`config.mk`:
```
export PLATFORM = sky130hd
export DESIGN_NAME = regfile_write_arbiter
export DESIGN_NICKNAME = d
export VERILOG_FILES = /design/src/rtl/regfile_write_arbiter.sv
export SDC_FILE = /design/constraint.sdc
export NUM_CORES = 1
export LEC_CHECK = 0
export ABC_CLOCK_PERIOD_IN_PS = 1900
export BUFFER_PORTS_ARGS = -buffer_cell sky130_fd_sc_hd__buf_2
export CAP_MARGIN = 10
export CORE_UTILIZATION = 25
export DETAILED_ROUTE_END_ITERATION = 8
export GPL_ROUTABILITY_DRIVEN = 0
export PLACE_DENSITY_LB_ADDON = 0.12
export SYNTH_ARGS = -nofsm -noshare
export SYNTH_HDL_FRONTEND = slang
export SYNTH_SLANG_ARGS = --single-unit
export TNS_END_PERCENT = 1
```
`constraint.sdc`:
```
create_clock -name clk -period 1.9 [get_ports clk]
set_input_delay 0.475 -clock clk [delete_from_list [all_inputs] [get_ports clk]]
set_output_delay 0.475 -clock clk [all_outputs]
set_load 0.005 [all_outputs]
```
`src/rtl/regfile_write_arbiter.sv`:
```
`default_nettype none
// ============================================================================
//  Module      : regfile_write_arbiter
//  Description : Shares the register-file write port between two writers
//                (A: core writeback, B: debug/loader) using round-robin
//                valid/ready arbitration, plus a clear sequencer that
//                zeroes registers 1..2**AW-1. All rf_* outputs are registered.
//  Revision    : 1.0 - initial release
// ============================================================================
module regfile_write_arbiter #(
  parameter int DW = 32,
  parameter int AW = 5
) (
  input  logic          clk,
  input  logic          rst,
  input  logic          a_valid,
  input  logic [AW-1:0] a_addr,
  input  logic [DW-1:0] a_data,
  output logic          a_ready,
  input  logic          b_valid,
  input  logic [AW-1:0] b_addr,
  input  logic [DW-1:0] b_data,
  output logic          b_ready,
  input  logic          clr_req,
  output logic          clr_busy,
  output logic          clr_done,
  output logic          rf_we,
  output logic [AW-1:0] rf_waddr,
  output logic [DW-1:0] rf_wdata
);

  localparam logic [0:0] c_IDLE  = 1'b0;
  localparam logic [0:0] c_CLEAR = 1'b1;

  // Counter value after the last address (2**AW-1) has been issued. The
  // extra MSB keeps this compare free of wrap-around.
  localparam logic [AW:0] c_CNT_END = {1'b1, {AW{1'b0}}};
  localparam logic [AW:0] c_CNT_TWO = (AW+1)'(2);

  logic [0:0]    r_state;
  logic [0:0]    w_next_state;
  logic          r_prio_b;   // 1: B wins the next tie, 0: A wins
  logic [AW:0]   r_cnt;      // next address to be issued during a clear
  logic          w_gnt_a;
  logic          w_gnt_b;
  logic          w_clr_start;
  logic          w_clr_last;

  logic          r_we;
  logic [AW-1:0] r_waddr;
  logic [DW-1:0] r_wdata;
  logic          r_busy;
  logic          r_done;

  assign w_clr_start = (r_state == c_IDLE) && clr_req;
  assign w_clr_last  = (r_state == c_CLEAR) && (r_cnt == c_CNT_END);

  // State register.
  always_ff @(posedge clk) begin
    if (rst) r_state <= c_IDLE;
    else     r_state <= w_next_state;
  end

  // Next-state: enter CLEAR on a sampled request, leave once every address is issued.
  always_comb begin
    w_next_state = r_state;
    case (r_state)
      c_IDLE:  if (clr_req)    w_next_state = c_CLEAR;
      c_CLEAR: if (w_clr_last) w_next_state = c_IDLE;
      default: w_next_state = c_IDLE;
    endcase
  end

  // Grant decode: a pending clear request takes the port ahead of both writers.
  always_comb begin
    w_gnt_a = 1'b0;
    w_gnt_b = 1'b0;
    if ((r_state == c_IDLE) && !clr_req) begin
      if (a_valid && b_valid) begin
        w_gnt_a = !r_prio_b;
        w_gnt_b = r_prio_b;
      end else begin
        w_gnt_a = a_valid;
        w_gnt_b = b_valid;
      end
    end
  end

  assign a_ready = w_gnt_a;
  assign b_ready = w_gnt_b;

  // Round-robin pointer: only moves when somebody is actually granted.
  always_ff @(posedge clk) begin
    if (rst)          r_prio_b <= 1'b0;
    else if (w_gnt_a) r_prio_b <= 1'b1;
    else if (w_gnt_b) r_prio_b <= 1'b0;
  end

  // Registered write port, clear counter and clear status flags.
  always_ff @(posedge clk) begin
    if (rst) begin
      r_we    <= 1'b0;
      r_waddr <= '0;
      r_wdata <= '0;
      r_busy  <= 1'b0;
      r_done  <= 1'b0;
      r_cnt   <= '0;
    end else begin
      r_we   <= 1'b0;
      r_done <= 1'b0;
      if (w_clr_start) begin
        // The first zero write (address 1) is issued on the entry edge so
        // address k appears k cycles after the request was sampled.
        r_we    <= 1'b1;
        r_waddr <= AW'(1);
        r_wdata <= '0;
        r_busy  <= 1'b1;
        r_cnt   <= c_CNT_TWO;
      end else if (w_clr_last) begin
        r_busy <= 1'b0;
        r_done <= 1'b1;
        r_cnt  <= '0;
      end else if (r_state == c_CLEAR) begin
        r_we    <= 1'b1;
        r_waddr <= r_cnt[AW-1:0];
        r_wdata <= '0;
        r_cnt   <= r_cnt + 1'b1;
      end else if (w_gnt_a) begin
        // Writes to register 0 are acknowledged but never committed.
        r_we    <= (a_addr != '0);
        r_waddr <= a_addr;
        r_wdata <= a_data;
      end else if (w_gnt_b) begin
        r_we    <= (b_addr != '0);
        r_waddr <= b_addr;
        r_wdata <= b_data;
      end
    end
  end

  assign rf_we    = r_we;
  assign rf_waddr = r_waddr;
  assign rf_wdata = r_wdata;
  assign clr_busy = r_busy;
  assign clr_done = r_done;

endmodule
`default_nettype wire

```
Yosys cells after proc, flatten, opt, wreduce, memory -nomap -nowiden
Index checks and enable logic that the tools add are counted.
{"block": "classes", "n_eq_ne": 2, "addsub": 1, "n_reduce_logical": 17, "bitwise": 2, "mux": 28}
{"op": "$mux W32", "count": 3}
{"op": "$mux W1", "count": 18}
{"op": "$mux W5", "count": 3}
{"op": "$reduce_bool A5 Y1", "count": 2}
{"op": "$add A6 B1 Y6 const B", "count": 1}
{"op": "$eq A6 B6 Y1 const B", "count": 1}
{"op": "$mux W2", "count": 3}
{"op": "$reduce_bool A3 Y1", "count": 2}
{"op": "$logic_and A1 B1 Y1", "count": 4}
{"op": "$reduce_and A2 Y1", "count": 2}
{"op": "$reduce_bool A2 Y1", "count": 2}
{"op": "$reduce_bool A4 Y1", "count": 1}
{"op": "$reduce_or A3 Y1", "count": 1}
{"op": "$logic_not A1 Y1", "count": 2}
{"op": "$ne A2 B2 Y1 const B", "count": 1}
{"op": "$not A1 Y1", "count": 2}
{"op": "$pmux W1 S2", "count": 1}
{"op": "$reduce_or A2 Y1", "count": 1}
{"block": "totals", "elab_cells": 60, "inputBits": 79, "reg_bits": 48, "output_inout_bits": 42}

Longest topological paths before layout
{"block": "logic_depth", "word_depth": 8, "depth_mapped": 7, "ltp_nobuf": 6}

Worst setup path before layout
Ideal clock, no wire load.
{"block": "synth_path", "kind": "input to output", "start": "input clr_req", "end": "output a_ready", "path_buffers": 2, "t_arrival_ns": 1.144, "setup_slack_ns": 0.281, "t_required_ns": 1.425, "stages": 5, "path_cell_list": "buf_4 nor2_8 nand2_2 buf_2 inv_1"}
{"block": "synth_between", "elab_chain_cells": 3}
{"element": "start: declaration", "line": "24", "source": "input logic clr_req,"}
{"element": "$logic_not A1 Y1", "line": "78", "source": "if ((r_state == c_IDLE) && !clr_req) begin"}
{"element": "$logic_and A1 B1 Y1", "line": "78"}
{"element": "$mux W1", "line": "78"}
{"element": "end: declaration", "line": "19", "source": "output logic a_ready,"}
No other way between the ends.

Worst setup path after layout
{"block": "layout_path", "start": "register r_cnt[1]", "end": "register r_cnt[0]"}
{"block": "layout_between", "elab_chain_cells": 3}
{"element": "start: declaration", "line": "43", "source": "logic [AW:0] r_cnt;"}
{"element": "start signal: assignment", "line": "118", "source": "r_cnt <= c_CNT_TWO;"}
{"element": "start signal: assignment", "line": "127", "source": "r_cnt <= r_cnt + 1'b1;"}
{"element": "$eq A6 B6 Y1", "line": "56", "source": "assign w_clr_last = (r_state == c_CLEAR) && (r_cnt == c_CNT_END);"}
{"element": "$logic_and A1 B1 Y1", "line": "56"}
{"element": "$reduce_or A3 Y1 (no source line)"}
No other way between the ends.
A chain may end at the register's enable or synchronous reset.

==> reports/qor.yml <==
status: "complete, no violations"
root_buffer: "clkbuf_8"
synth_nets: 287
r2r_end: "r_cnt[0]"
final_area_mm2: 0.00301
min_period_ns: 1.69
fmaxAchievable_mhz: 591
cp_data_arrival_time_ns: 1.93
post-cts-setup-buffers: 0
tightestPinTransition_ns: 0.319
cp-endpoint: "r_cnt[0]"
cts_max_level: 2
power_switching_mw: 0.533
synthArstFlopShare: 0
hold_ws_ns: 0.434
ys_seq_area_frac: 0.430
ys_seq_elements: 48
powerDensity_mw_per_mm2: 680
clkLatencyLatePin_ns: 0.30
avgViaCountPerCell: 4.57
reg2regPathDepth: 6
clk_pin_slew_ns: 0.09
startpoint: "r_cnt[1]"
die_y_um: 96.6
cp-start-kind: "flip-flop"
required_ns: 2.14
totalWireLength_mm: 5.80
area_delta_synth_final_pct: 34.7
clkSinkCount: 48
cp_max_fo: 5
final-setup-viol-count: 0
drv_slew: 0
numPortBuffers: 120
ctsLongestPathBuffers: 2
num_vias: 1983
clkPwrFrac: 0.312
p_comb_frac: 0.163
synth_area_mm2: 0.00224
start_util: 0.258
synth_edf_count: 0
yosysUniqueCellTypes: 40
grt_pass1_vias: 1748
swShare: 0.260
grtUsageTotal: 0.121
antenna_found_initial: 0
cellLeakagePower_nw: 1.52
finalClockSkew_ns: 0.00794
drcViolationCount: 0
cts_hold_buf: 0
min_period_over_period: 0.891
fp.dieW_um: 96.6
diodes: 0
cts_tree: "yes"
ys.warnings.count: 0
max_cap_viol_count: 0
p_int_mw: 1.52
seqPwrFrac: 0.525
grt_max_degree: 37
grt_first_pass_wirelength_mm: 8.45
drt_first_pass_iters: 4
finalSetupTns_ns: 0
overflow: 0
syn_inst: 206
synth_ff_type: "dfxtp_1"
cts_buffers: 5
hp-class: "input pin to flip-flop"
crit_type: "flip-flop to flip-flop"
rows: 34
regToRegStartpoint: "r_cnt[1]"
drive_gt1_frac: 0.436
die_area_mm2: 0.00933
reg2reg_slack_ns: 0.21
drtAntennaViolNets: 0
post_cts_resized: 0
fin_nets: 406
crit_path_end_kind: "flip-flop"
rsz0062_at_grt: "false"
hpwlAfterDp_mm: 4.49
ioPinCount: 121
wl_per_cell_um: 13.4
syn_area_per_cell_um2: 10.9
place_area_mm2: 0.00292
hold_violations: 0
core_area_mm2: 0.00868
drt-initial-drc-count: 67
slew_headroom: 0.784
ir_drop_v: 0.000381
[power groups by stage]
stage                     Sequential, mW  Clock (mW)  Combinational (mW)
after floorplan                     1.10           0               0.183
after global placement              1.10           0               0.341
after detailed placement            1.10           0               0.342
after CTS                           1.08       0.677               0.342
after global routing                1.08       0.727               0.374
final                               1.08       0.639               0.334
[registers in the layout, summed over array words and instances, names as in the netlist]
signal    flops
r_state       1
r_cnt         6
rf_wdata     32
clr_busy      1
r_prio_b      1
rf_waddr      5
clr_done      1
rf_we         1
[Yosys cell counts (2+ instances only)]
| cell type | count | share of area |
|---|---|---|
| a211oi_1 | 5 | 0.017 |
| a21o_1 | 5 | 0.017 |
| a21oi_1 | 3 | 0.0067 |
| buf_2 | 4 | 0.0089 |
| buf_6 | 7 | 0.035 |
| clkbuf_1 | 2 | 0.0034 |
| dfxtp_1 | 48 | 0.43 |
| ha_1 | 2 | 0.011 |
| inv_1 | 5 | 0.0084 |
| mux2i_1 | 32 | 0.14 |
| nand2_1 | 8 | 0.013 |
| nand2b_1 | 2 | 0.0056 |
| nand4_1 | 2 | 0.0056 |
| nor2_1 | 9 | 0.015 |
| nor2_8 | 2 | 0.018 |
| nor2b_1 | 3 | 0.0084 |
| nor3b_1 | 4 | 0.013 |
| o21ai_0 | 2 | 0.0045 |
| o2bb2ai_1 | 36 | 0.14 |
| or4_1 | 2 | 0.0067 |
| xnor2_1 | 2 | 0.0078 |
| xor2_1 | 3 | 0.012 |
[cell families (layout without fill, tap and decap cells)]
group                    after synthesis  after routing  share of synthesized area
buffers and inverters                 19            139                     0.0593
adder cells (fa/ha/maj)                2              2                     0.0112
AND/OR/NAND/NOR                       40             40                      0.116
AO/OA/AOI/OAI                         60             60                      0.221
XOR/XNOR                               5              5                     0.0196
flip-flops                            48             48                      0.430
multiplexers                          32             32                      0.143
[stage by stage]
| step | power (mW) | worst slack [ns] | std cells | utilization |
|---|---|---|---|---|
| 2_1_floorplan | 1.28 | 0.281 | 206 | - |
| 3_3_place_gp | 1.44 | 0.206 | 426 | 0.336 |
| 3_5_place_dp | 1.44 | 0.182 | 426 | 0.336 |
| 4_1_cts | 2.10 | 0.196 | 434 | 0.347 |
| 5_1_grt | 2.18 | 0.110 | 434 | 0.347 |
| 6_report | 2.05 | 0.208 | 434 | 0.347 |
[final cells by class]
cell class	count	area (um^2)
timing repair buffer	126	658
clock inverter	2	15.0
tap	108	135
multi-input combinational	139	1140
inverter	5	18.8
fill	920	5660
clock buffer	6	82.6
sequential	48	961
[critical path, cell delays in order, from the launching register on]
cell	delay, ns
dfxtp_1	0.43
inv_1	0.07
ha_1	0.20
nor4bb_4	0.17
and2_1	0.18
or3_1	0.45
nor2_1	0.13
[worst min-delay path by stage]
stage,startpoint,end,slack [ns],cells after the start
floorplan,rf_waddr[3],rf_waddr[3],0.46,1
global placement,rf_wdata[0],rf_wdata[0],0.44,1
detailed placement,rf_wdata[0],rf_wdata[0],0.44,1
CTS,a_data[31],rf_wdata[31],0.43,3
global route,a_data[4],rf_wdata[4],0.43,3
finish,a_data[31],rf_wdata[31],0.43,3
[layer usage]
| layer | part of all wire | wire, um | GRT usage | vias to the layer above |
|---|---|---|---|---|
| met4 | 0.013 | 73 | 0.0404 | 0 |
| met1 | 0.45 | 2590 | 0.148 | 892 |
| met3 | 0.078 | 455 | 0.0305 | 6 |
| li1 | - | - | - | 1008 |
| met2 | 0.46 | 2680 | 0.206 | 77 |
| met5 | 0 | 0 | 0 | - |
[cell usage in the layout, fill, tap and decap left out, types with 2 or more instances in the layout]
cell type,instances
a211oi_1,5
a21o_1,5
a21oi_1,3
buf_2,120
buf_4,5
clkbuf_8,6
clkinvlp_4,2
dfxtp_1,48
ha_1,2
inv_1,5
mux2i_1,32
nand2_1,8
nand2b_1,2
nand4_1,2
nor2_1,9
nor2_8,2
nor2b_1,3
nor3b_1,4
o21ai_0,2
o2bb2ai_1,36
or4_1,2
xnor2_1,2
xor2_1,3
Power figures use the tool's default switching activity.
